**config.mk**
```make
export PLATFORM = sky130hd
export DESIGN_NAME = ps2_key_decoder
export DESIGN_NICKNAME = d
export VERILOG_FILES = /design/src/rtl/ps2_key_decoder.sv
export SDC_FILE = /design/constraint.sdc
export NUM_CORES = 1
export LEC_CHECK = 0
export ABC_CLOCK_PERIOD_IN_PS = 3350
export BUFFER_PORTS_ARGS = -buffer_cell sky130_fd_sc_hd__clkbuf_2
export CORE_UTILIZATION = 55
export CTS_BUF_LIST = sky130_fd_sc_hd__clkbuf_2 sky130_fd_sc_hd__clkbuf_4 sky130_fd_sc_hd__clkbuf_8
export CTS_CLUSTER_SIZE = 8
export DETAILED_ROUTE_END_ITERATION = 7
export MAX_ROUTING_LAYER = met4
export PLACE_DENSITY = 0.75
export SLEW_MARGIN = 20
export SYNTH_ARGS = -nofsm -noshare
export SYNTH_HDL_FRONTEND = slang
export SYNTH_SLANG_ARGS = --single-unit
```
**constraint.sdc**
```tcl
create_clock -name clk_sys -period 3.35 [get_ports clk_sys]
set_input_delay 0 -clock clk_sys [delete_from_list [all_inputs] [get_ports clk_sys]]
set_output_delay 0 -clock clk_sys [all_outputs]
set_load 0.02 [all_outputs]
```
**src/rtl/ps2_key_decoder.sv**
```systemverilog
// PS/2 keyboard receiver: synchronizes and filters the raw lines, deframes
// 11-bit device frames and folds E0/F0/E1 prefixes into toggle-published key events.
module ps2_key_decoder #(
  parameter int FILTER_LEN     = 8,
  parameter int TIMEOUT_CYCLES = 86000
) (
  input  logic        clk_sys,
  input  logic        reset,
  input  logic        ps2_clk_i,
  input  logic        ps2_data_i,
  output logic [10:0] ps2_key_o,
  output logic        frame_err_o,
  output logic        busy_o
);

  localparam int FW = $clog2(FILTER_LEN + 1);
  localparam int TW = $clog2(TIMEOUT_CYCLES);
  localparam logic [FW-1:0] FILT_LAST = FW'(FILTER_LEN - 1);
  localparam logic [TW-1:0] TO_LAST   = TW'(TIMEOUT_CYCLES - 1);

  typedef enum logic [1:0] {S_IDLE, S_BITS, S_CHECK} state_t;

  logic          r_clk_s1, r_clk_s2;
  logic          r_dat_s1, r_dat_s2;
  logic          r_clk_filt;
  logic [FW-1:0] r_filt_cnt;
  logic          r_fall;

  state_t        r_state;
  logic [3:0]    r_bit_cnt;
  logic [TW-1:0] r_to_cnt;
  logic [9:0]    r_shreg;
  logic          r_ext, r_rel;
  logic [2:0]    r_skip;

  logic [7:0]    w_byte;
  logic          w_par_ok;
  logic          w_stop_ok;
  logic          w_ignore;

  // Stage 0: two-flop synchronizers; idle level of both lines is high
  always_ff @(posedge clk_sys) begin
    if (reset) begin
      r_clk_s1 <= 1'b1;
      r_clk_s2 <= 1'b1;
      r_dat_s1 <= 1'b1;
      r_dat_s2 <= 1'b1;
    end else begin
      r_clk_s1 <= ps2_clk_i;
      r_clk_s2 <= r_clk_s1;
      r_dat_s1 <= ps2_data_i;
      r_dat_s2 <= r_dat_s1;
    end
  end

  // Stage 1: filtered clock follows only after FILTER_LEN consecutive differing samples
  always_ff @(posedge clk_sys) begin
    if (reset) begin
      r_clk_filt <= 1'b1;
      r_filt_cnt <= '0;
      r_fall     <= 1'b0;
    end else begin
      r_fall <= 1'b0;
      if (r_clk_s2 == r_clk_filt) begin
        r_filt_cnt <= '0;
      end else if (r_filt_cnt == FILT_LAST) begin
        r_clk_filt <= r_clk_s2;
        r_filt_cnt <= '0;
        r_fall     <= ~r_clk_s2;
      end else begin
        r_filt_cnt <= r_filt_cnt + 1'b1;
      end
    end
  end

  // Stage 2: LSB-first shift; after ten edges [7:0]=data, [8]=parity, [9]=stop
  always_ff @(posedge clk_sys) begin
    if (r_state == S_BITS && r_fall) begin
      r_shreg <= {r_dat_s2, r_shreg[9:1]};
    end
  end

  assign w_byte    = r_shreg[7:0];
  assign w_par_ok  = ^r_shreg[8:0];
  assign w_stop_ok = r_shreg[9];
  assign w_ignore  = (w_byte inside {8'hAA, 8'hFA, 8'hFE, 8'h00, 8'hFF});

  // Stage 3: frame FSM, timeout and prefix folding with registered outputs
  always_ff @(posedge clk_sys) begin
    if (reset) begin
      r_state     <= S_IDLE;
      r_bit_cnt   <= 4'd0;
      r_to_cnt    <= '0;
      r_ext       <= 1'b0;
      r_rel       <= 1'b0;
      r_skip      <= 3'd0;
      ps2_key_o   <= 11'h000;
      frame_err_o <= 1'b0;
      busy_o      <= 1'b0;
    end else begin
      frame_err_o <= 1'b0;
      case (r_state)
        S_IDLE: begin
          if (r_fall) begin
            if (!r_dat_s2) begin
              r_state   <= S_BITS;
              r_bit_cnt <= 4'd0;
              r_to_cnt  <= '0;
              busy_o    <= 1'b1;
            end else begin
              frame_err_o <= 1'b1;
              r_ext       <= 1'b0;
              r_rel       <= 1'b0;
              r_skip      <= 3'd0;
            end
          end
        end
        S_BITS: begin
          // An edge landing on the timeout cycle still counts as a valid bit
          if (r_fall) begin
            r_to_cnt  <= '0;
            r_bit_cnt <= r_bit_cnt + 4'd1;
            if (r_bit_cnt == 4'd9) begin
              r_state <= S_CHECK;
            end
          end else if (r_to_cnt == TO_LAST) begin
            r_state     <= S_IDLE;
            busy_o      <= 1'b0;
            frame_err_o <= 1'b1;
          end else begin
            r_to_cnt <= r_to_cnt + 1'b1;
          end
        end
        S_CHECK: begin
          r_state <= S_IDLE;
          busy_o  <= 1'b0;
          if (w_stop_ok && w_par_ok) begin
            if (r_skip != 3'd0) begin
              r_skip <= r_skip - 3'd1;
            end else if (w_byte == 8'hE1) begin
              r_skip <= 3'd7;
            end else if (w_byte == 8'hE0) begin
              r_ext <= 1'b1;
            end else if (w_byte == 8'hF0) begin
              r_rel <= 1'b1;
            end else if (!(w_ignore && !r_ext && !r_rel)) begin
              ps2_key_o <= {~ps2_key_o[10], ~r_rel, r_ext, w_byte};
              r_ext     <= 1'b0;
              r_rel     <= 1'b0;
            end
          end else begin
            // Drop any pending prefix so it cannot attach to the next code
            frame_err_o <= 1'b1;
            r_ext       <= 1'b0;
            r_rel       <= 1'b0;
            r_skip      <= 3'd0;
          end
        end
        default: r_state <= S_IDLE;
      endcase
    end
  end

endmodule

```
Word level (Yosys, flattened, before mapping)
Index checks and enable logic that the tools add are counted.
- input port bits: 4
- word-level logic and storage cells: 132
- bits in registers: 61
- output and inout bits: 13
- bitwise logic cells: 10
- reductions and logical operators: 25
- equality and inequality tests: 29
- mux-type cells: 47
- add/sub/neg operators: 4
- operators with widths (cell ; count):
    2-to-1 mux 17 bit ; 4
    equality test 8 bit (second input constant) ; 7
    one-hot mux 17 bit (2 select lines) ; 1
    2-to-1 mux 1 bit ; 22
    AND reduction 7 bit ; 3
    adder 17 x 1 -> 17 bit (second input constant) ; 1
    equality test 17 bit (second input constant) ; 1
    inequality test 4 bit (second input constant) ; 4
    AND reduction 4 bit ; 4
    2-to-1 mux 3 bit ; 5
    2-to-1 mux 4 bit ; 3
    inequality test 3 bit (second input constant) ; 4
    2-to-1 mux 2 bit ; 5
    inequality test 2 bit (second input constant) ; 5
    NOT 1 bit ; 10
    parity 9 bit ; 1
    adder 4 x 1 -> 4 bit (second input constant) ; 2
    logical NOT 8 bit ; 1
    one-hot mux 4 bit (2 select lines) ; 1
    inequality test 3 x 2 -> 1 bit (second input constant) ; 2
    one-hot mux 1 bit (3 select lines) ; 2
    one-hot mux 3 bit (2 select lines) ; 1
    nonzero test 3 bit ; 2
    OR reduction 3 bit ; 2
    16 further kinds ; 22

Logic depth before layout (Yosys ltp)
Gate-level depths: netlist of run 1.
- word-level depth: 11
- depth in mapped cells: 9

Worst setup path after synthesis of run 1
No wires, ideal clock.
- path type: register -> register
- from: register r_shreg[1]
- to: register ps2_key_o[10]
- buffers on the path: 1
- cell stages (with the launch flop): 9
- path slack: 0.965 ns
- setup time: 0.123 ns
- data arrival time: 2.261 ns
- clock period less this slack: 2.385 ns
- path through: edfxtp_1 > inv_1 > ha_1 > xnor3_1 > xnor2_2 > nand3_1 > nor4_2 > buf_6 > mux2_1
- cells in the longest elaborated chain, start to end: 6
- elaborated cells between the ends (all ways): 18
- those cells by class: eq/ne: 7; bitwise: 4; reduce/logical: 7
- RTL lines (element ; RTL line ; source):
    from (decl) ; 32 ; logic [9:0] r_shreg;
    from (signal assigned) ; 79 ; r_shreg <= {r_dat_s2, r_shreg[9:1]};
    equality test 8 bit or logical NOT 8 bit (tied branches) ; 86 ; assign w_ignore = (w_byte inside {8'hAA, 8'hFA, 8'hFE, 8'h00, 8'hFF});
    nonzero test 5 bit ; 86 ;
    logical AND 1 bit (2 in a row) ; 146 ; end else if (!(w_ignore && !r_ext && !r_rel)) begin
    NOT 1 bit (no line) ; n/a ;
    AND reduction 7 bit (no line) (*) ; n/a ;
    to (signal assigned) ; 147 ; ps2_key_o <= {~ps2_key_o[10], ~r_rel, r_ext, w_byte};
    to (decl) ; 11 ; output logic [10:0] ps2_key_o,
Every way passes the cells marked *; elsewhere a longest branch is shown, timed or not.
A chain may end at the register's enable or synchronous reset.

Final worst setup path of run 1
- from: register r_shreg[1]
- to: register ps2_key_o[9]
The elaborated chain is that of the path after synthesis.

==> out/results.txt, run 1 <==
Status: complete, no violations
Compound-Gate Fraction of Synth Area: 11.9%
Worst Setup Start Kind: flop
Share of synthesized registers carrying an async set or reset: 0%
Post-Synth XOR/XNOR Area: 4.30%
Slew HR: 63.2%
First-pass DRT Iterations: 4
Initial antenna violation count: 0
First-pass GRT wire length: 10300 um
GPL Wtd Cong: 0.855
Grt peak-use layer: met2
Overall routing resource usage: 22.4%
Slowest stage cell, crit path: edfxtp_1
Sequential-to-total area share from yosys stat: 42.0%
PwrDens: 419 nW/um^2
Vias/cell: 5.47
Post-Synth Adder-Cell Area: 9.15%
Slowest cell delay on critical path: 0.47 ns
Mapped Nets: 362
Worst-path clk slew: 0.07 ns
Chip height: 77.6 um
Diode count: 0
Clock Latency Late Sink: 0.34 ns
H-tree depth: 3
Root Driver: clkbuf_8
Grt met3 use: 5.53%
Max VDD drop: 0.340 mV
Post-Synth Simple-Gate Area: 22.8%
Placeable core area: 5510 um^2
Slew Viols, Final: 0
Yosys top cell by area: dfxtp_1
Main combinational cell family by area after synthesis: simple AND/OR/NAND/NOR gates
Placed wire-length estimate: 3930 um
CP Max Fanout: 11
IO Port Bufs: 16
Multiplexer area fraction after synthesis: 4.89%
Post-Synthesis Cell Area: 3150 um^2
Fin crit period: 2.56 ns
Post-synth EDFFs: 10
Layout cells sized above 1: 15.1%
R2R depth: 8
CTS sink cnt: 61
Max Fclk: 391 MHz
DR DRC count: 0
FF-to-FF setup slack: 0.79 ns
Vias: 2354
Data required time of the worst path: 3.58 ns
Most frequent cells in the layout: 51 x dfxtp_1, 39 x nand2_1, 27 x nor2_1
Area Overhead vs Synth: 10.4%
Setup Fix Bufs, Post-CTS: 0
Mapped Cells: 335
Routed len/inst: 13.1 um
Tcrit/Tclk final: 76.3%
# fillers: 453
Commonest non-fill, non-tap cell in the layout: dfxtp_1
R2R Path End: ps2_key_o[9]
Leakage power: 0.00137 uW
Power Total: 1450 uW
Die width: 77.6 um
Met2 Usage GRT: 33.7%
Met1 Use GR: 27.9%
Area of the die: 6030 um^2
Yosys reg bits: 61
R2R Path Start: r_shreg[1]
Io pins: 17
Share of the synthesized area in the top cell type: 32.5%
Count of cell types in the netlist: 62
Total Nets Final: 381
Final setup vio count: 0
Endpoint class of the critical path: flop
Post-placement cell area: 3250 um^2
Synth top area cells: dfxtp_1 32%, edfxtp_1 9.5%, ha_1 9.1%
Crit Path Class: flop to flop
Slew @ Worst Pin: 0.547 ns
Hold path endpoint: r_bit_cnt[1]
Global route total overflow: 0
Max-Cap Viols: 0
Top_reg_cell synth: dfxtp_1
Clock tree buffer depth: 2
# rows: 27
Yosys warnings: 0
Syn Area/Cell: 9.39 um^2
CTS tree: yes
Crit path DAT: 2.79 ns
Iter 0 DRT Violations: 119
Post-Route WL: 5630 um
RSZ-0062 raised after global routing: false
Worst Hold Path Cells: 2
Post-DRT Antenna Nets: 0
Worst Clk Skew: 0.00986 ns
Hold Crit Class: input pin to flop
Setup_tns: 0 ns
Number of hold violations in the final report: 0
Initial Util: 57.1%
Hold Crit Start: reset
Critical-path cell list: inv_1 > ha_1 > xnor3_1 > xnor2_2 > nand3_1 > nor4_2 > buf_4 > mux2_2
CTS Buf Count: 9
Pin count of the biggest net entering global routing: 28
Cell area after layout: 3470 um^2
Vias in the first global route: 2297
## how the worst max path moves through the flow
stage,start,endpoint,cells after the start
6_report,r_shreg[1],ps2_key_o[9],8
5_1_grt,r_state[0],r_to_cnt[2],7
4_1_cts,r_shreg[1],ps2_key_o[9],8
3_5_place_dp,r_shreg[3],ps2_key_o[9],8
3_3_place_gp,r_shreg[1],ps2_key_o[9],8
2_1_floorplan,r_shreg[1],ps2_key_o[10],8
## power by group
part,leakage [uW],internal (uW),switching (uW),total [uW]
clock network,0.000101,377,273,650
registers,0.000501,747,3.77,751
logic,0.000764,17.7,35.4,53.1
total,0.00137,1140,312,1450
## cells by family after synthesis
logic type | count (synthesis)
xor+xnor | 13
buf+inv | 33
compound gates | 57
flops | 61
fa+ha+maj | 23
mux | 15
simple gates | 133
## per-layer routing
metal	vias up	share of wire, %
li1	1215	-
met1	1098	51
met2	30	44
met3	11	2.9
met4	0	2.1
met5	-	0
## through the flow
| stage | instances | hold WS (ns) | setup WS (ns) | utilization [%] |
|---|---|---|---|---|
| global route | 430 | 0.239 | 0.557 | 63.1 |
| detailed placement | 413 | 0.187 | 0.785 | 59.1 |
| floorplan | 335 | 0.104 | 0.965 | - |
| global placement | 413 | 0.185 | 0.852 | 59.1 |
| finish | 430 | 0.195 | 0.793 | 63.1 |
| CTS | 430 | 0.196 | 0.774 | 63.1 |
## flip-flops by register name, indices dropped and copies added, names as in the netlist, 2 cells and up
signal	count
r_shreg	10
r_filt_cnt	4
ps2_key_o	11
r_to_cnt	17
r_skip	3
r_state	2
r_bit_cnt	4
## cell usage after synthesis (all sizes together) (2+ instances only)
master and instances:
buf 6, and2 4, nor2 27, mux2i 12, o21ai 13, xnor2 7
nand4bb 3, dfxtp 51, nand2 40, or2 4, o21bai 2, a22oi 5
edfxtp 10, nand3b 3, nor2b 2, ha 23, nand2b 4, nand3 12
nand4 3, nor3 11, clkbuf 6, xor2 5, and3 2, a21o 2
or4 3, mux2 3, inv 21, a41oi 3, or3 7, a21oi 17
nor4 3, o211ai 3
## cell type report
cell class	count	area (um^2)	share of cell area [%]
Timing Repair Buffer	20	115	3.31
Inverter	21	78.8	2.27
Clock inverter	4	47.5	1.37
Clock buffer	11	151	4.36
Multi-Input combinational cell	241	1670	48.1
Sequential cell	61	1320	38.0
Tap cell	72	90.1	2.59
## worst max-delay path: cells and delay by family (launching register included)
kind                       cells  cell delay, ns
muxes                          1            0.35
xor gates and xnor gates       2            0.60
and+or+nand+nor                2            0.43
adders and majority gates      1            0.24
DFF                            1            0.47
buffers and inverters          2            0.37
## what timing repair did
| item | 4_1_cts | 5_1_grt |
|---|---|---|
| hold endpoints to repair | 2 | 0 |
| gates resized for setup | 0 | 0 |
| hold buffers | 2 | 0 |
(Power assumes the default switching activity.)
==> inputs of run 2 (changes only) <==
--- a/config.mk
+++ b/config.mk
@@ -5,7 +5,7 @@
 export SDC_FILE = /design/constraint.sdc
 export NUM_CORES = 1
 export LEC_CHECK = 0
-export ABC_CLOCK_PERIOD_IN_PS = 3350
+export ABC_CLOCK_PERIOD_IN_PS = 2400
 export BUFFER_PORTS_ARGS = -buffer_cell sky130_fd_sc_hd__clkbuf_2
 export CORE_UTILIZATION = 55
 export CTS_BUF_LIST = sky130_fd_sc_hd__clkbuf_2 sky130_fd_sc_hd__clkbuf_4 sky130_fd_sc_hd__clkbuf_8
==> constraint.sdc (replaced) <==
create_clock -name clk_sys -period 2.4 [get_ports clk_sys]
set_input_delay 0 -clock clk_sys [delete_from_list [all_inputs] [get_ports clk_sys]]
set_output_delay 0 -clock clk_sys [all_outputs]
set_load 0.02 [all_outputs]
==> run 2 against run 1 <==
Register-to-register slack got worse by 0.68 ns. Die area unchanged. Final cell count up 3.7%. Utilization up 2.0 points. Combinational power grew 50%. Routed wire length rose by 8.0%. Power increased by 32%. Sequential power grew 40%. Via count is 6.3% higher. Largest power group unchanged. Hold slack got worse by 0.079 ns. Global-route usage shrank 0.060 points.
==> out/results.txt, run 2 (synthesis results as in run 1) <==
Status: complete, no violations
Logic pwr share: 4.2%
Placeable core area: 5510 um^2
# fillers: 459
Vias in the first global route: 2350
Worst Clk Skew: 0.00485 ns
Clk pwr share: 41.2%
Crit Path Class: flop to flop
CTS tree: yes
Vias: 2502
Placed wire-length estimate: 4270 um
Iter 0 DRT Violations: 110
Initial Util: 57.1%
First-pass DRT Iterations: 4
Overall routing resource usage: 22.3%
Max Fclk: 438 MHz
Slew HR: 67.1%
Max-Cap Viols: 0
Internal power: 1450 uW
Hold Crit Class: input pin to flop
CTS sink cnt: 61
H-tree depth: 3
Data required time of the worst path: 2.63 ns
Clock tree buffer depth: 2
Slew @ Worst Pin: 0.490 ns
Biggest register: r_to_cnt
Met1 WL: 2830 um
Met3 WL: 193 um
Top Layer Used: met4
DR DRC count: 0
First-pass GRT wire length: 10200 um
PwrDens: 535 nW/um^2
Final setup vio count: 0
Io pins: 17
Post-DRT Antenna Nets: 0
Routed len/inst: 13.6 um
Clock Latency Late Sink: 0.34 ns
Sw Ratio: 24.2%
Fin crit period: 2.28 ns
Critical-path cell list: inv_1 > ha_1 > xnor3_1 > xnor2_2 > nand3_2 > nor4_4 > mux2_2
Diode count: 0
Seq pwr share: 54.7%
Area of the die: 6030 um^2
Worst-path clk slew: 0.07 ns
Max reg flops: 17
Leakage power: 0.00142 uW
Slowest stage cell, crit path: xnor3_1
Vias/cell: 5.61
Area Overhead vs Synth: 14.0%
FF-to-FF setup slack: 0.12 ns
Global route total overflow: 0
Crit path DAT: 2.51 ns
Tcrit/Tclk final: 95.1%
Endpoint class of the critical path: flop
Post-Route WL: 6080 um
CTS Buf Count: 9
Number of hold violations in the final report: 0
Largest regs: r_to_cnt (17), ps2_key_o (11), r_shreg (10)
Slew Viols, Final: 0
Post-placement cell area: 3350 um^2
Chip height: 77.6 um
IO Port Bufs: 16
CP Max Fanout: 4
Commonest non-fill, non-tap cell in the layout: dfxtp_1
Worst Setup Start Kind: flop
Root Driver: clkbuf_8
Max VDD drop: 0.403 mV
Met2 WL post-DR: 2930 um
Initial antenna violation count: 0
Die width: 77.6 um
# rows: 27
Most frequent cells in the layout: 50 x dfxtp_1, 39 x nand2_1, 27 x nor2_1
GPL Wtd Cong: 0.854
Switching pwr: 463 uW
Pin count of the biggest net entering global routing: 27
Cell area after layout: 3580 um^2
Layout cells sized above 1: 19.5%
Total Nets Final: 396
Slowest cell delay on critical path: 0.40 ns
Post-layout util: 65.1%
==> run 2: worst paths after layout <==
path,start,to,cells after the start
setup reg to reg,r_shreg[2],ps2_key_o[9],7
setup / recovery,r_shreg[2],ps2_key_o[9],7
hold / removal,reset,r_bit_cnt[1],3
hold reg to reg,r_dat_s1,r_dat_s2,1
==> run 2: final cells by class <==
cell class | count | area (um^2) | area share [%]
clock inverter | 6 | 38.8 | 1.08
timing repair buffer | 35 | 231 | 6.46
multi-input combinational | 241 | 1690 | 47.2
clock buffer | 10 | 131 | 3.66
tap | 72 | 90.1 | 2.51
sequential | 61 | 1320 | 36.9
inverter | 21 | 78.8 | 2.20
==> run 2: worst max-delay path: cells and delay by family, from the launching register on <==
family | cells | cell delay [ns]
flip-flops | 1 | 0.39
XOR/XNOR | 2 | 0.64
AND/OR/NAND/NOR | 2 | 0.44
adder cells (fa/ha/maj) | 1 | 0.23
multiplexers | 1 | 0.38
buffers and inverters | 1 | 0.10
==> run 2: per-stage QoR <==
| step | TNS (ns) | setup slack [ns] | std cells | power [uW] | hold WS [ns] |
|---|---|---|---|---|---|
| 2_1_floorplan | 0 | 0.0154 | 335 | 1130 | 0.104 |
| 3_3_place_gp | 0 | 0.147 | 426 | 1150 | 0.185 |
| 3_5_place_dp | 0 | 0.0490 | 426 | 1150 | 0.189 |
| 4_1_cts | 0 | 0.0170 | 444 | 1940 | 0.116 |
| 5_1_grt | -0.0523 | -0.0235 | 446 | 2000 | 0.133 |
| 6_report | 0 | 0.117 | 446 | 1920 | 0.115 |
==> run 2: metal layers <==
layer	global-route usage, %	vias to the layer above
met1	26.9	1177
li1	-	1252
met2	35.4	58
met3	4.24	15
met4	11.7	0
met5	-	-
==> run 2: timing repair <==
action	4_1_cts	5_1_grt
hold endpoints to repair	2	0
hold buffers	2	0
setup buffers	0	1
setup endpoints to repair	0	12
resized for setup	0	8
==> run 2: power groups by stage <==
| stage | clock network [uW] | registers, uW | logic [uW] |
|---|---|---|---|
| after global routing | 859 | 1050 | 90.1 |
| after global placement | 0 | 1070 | 75.9 |
| after detailed placement | 0 | 1070 | 77.2 |
| after floorplan | 0 | 1070 | 56.6 |
| after CTS | 813 | 1050 | 80.1 |
| final | 789 | 1050 | 79.7 |
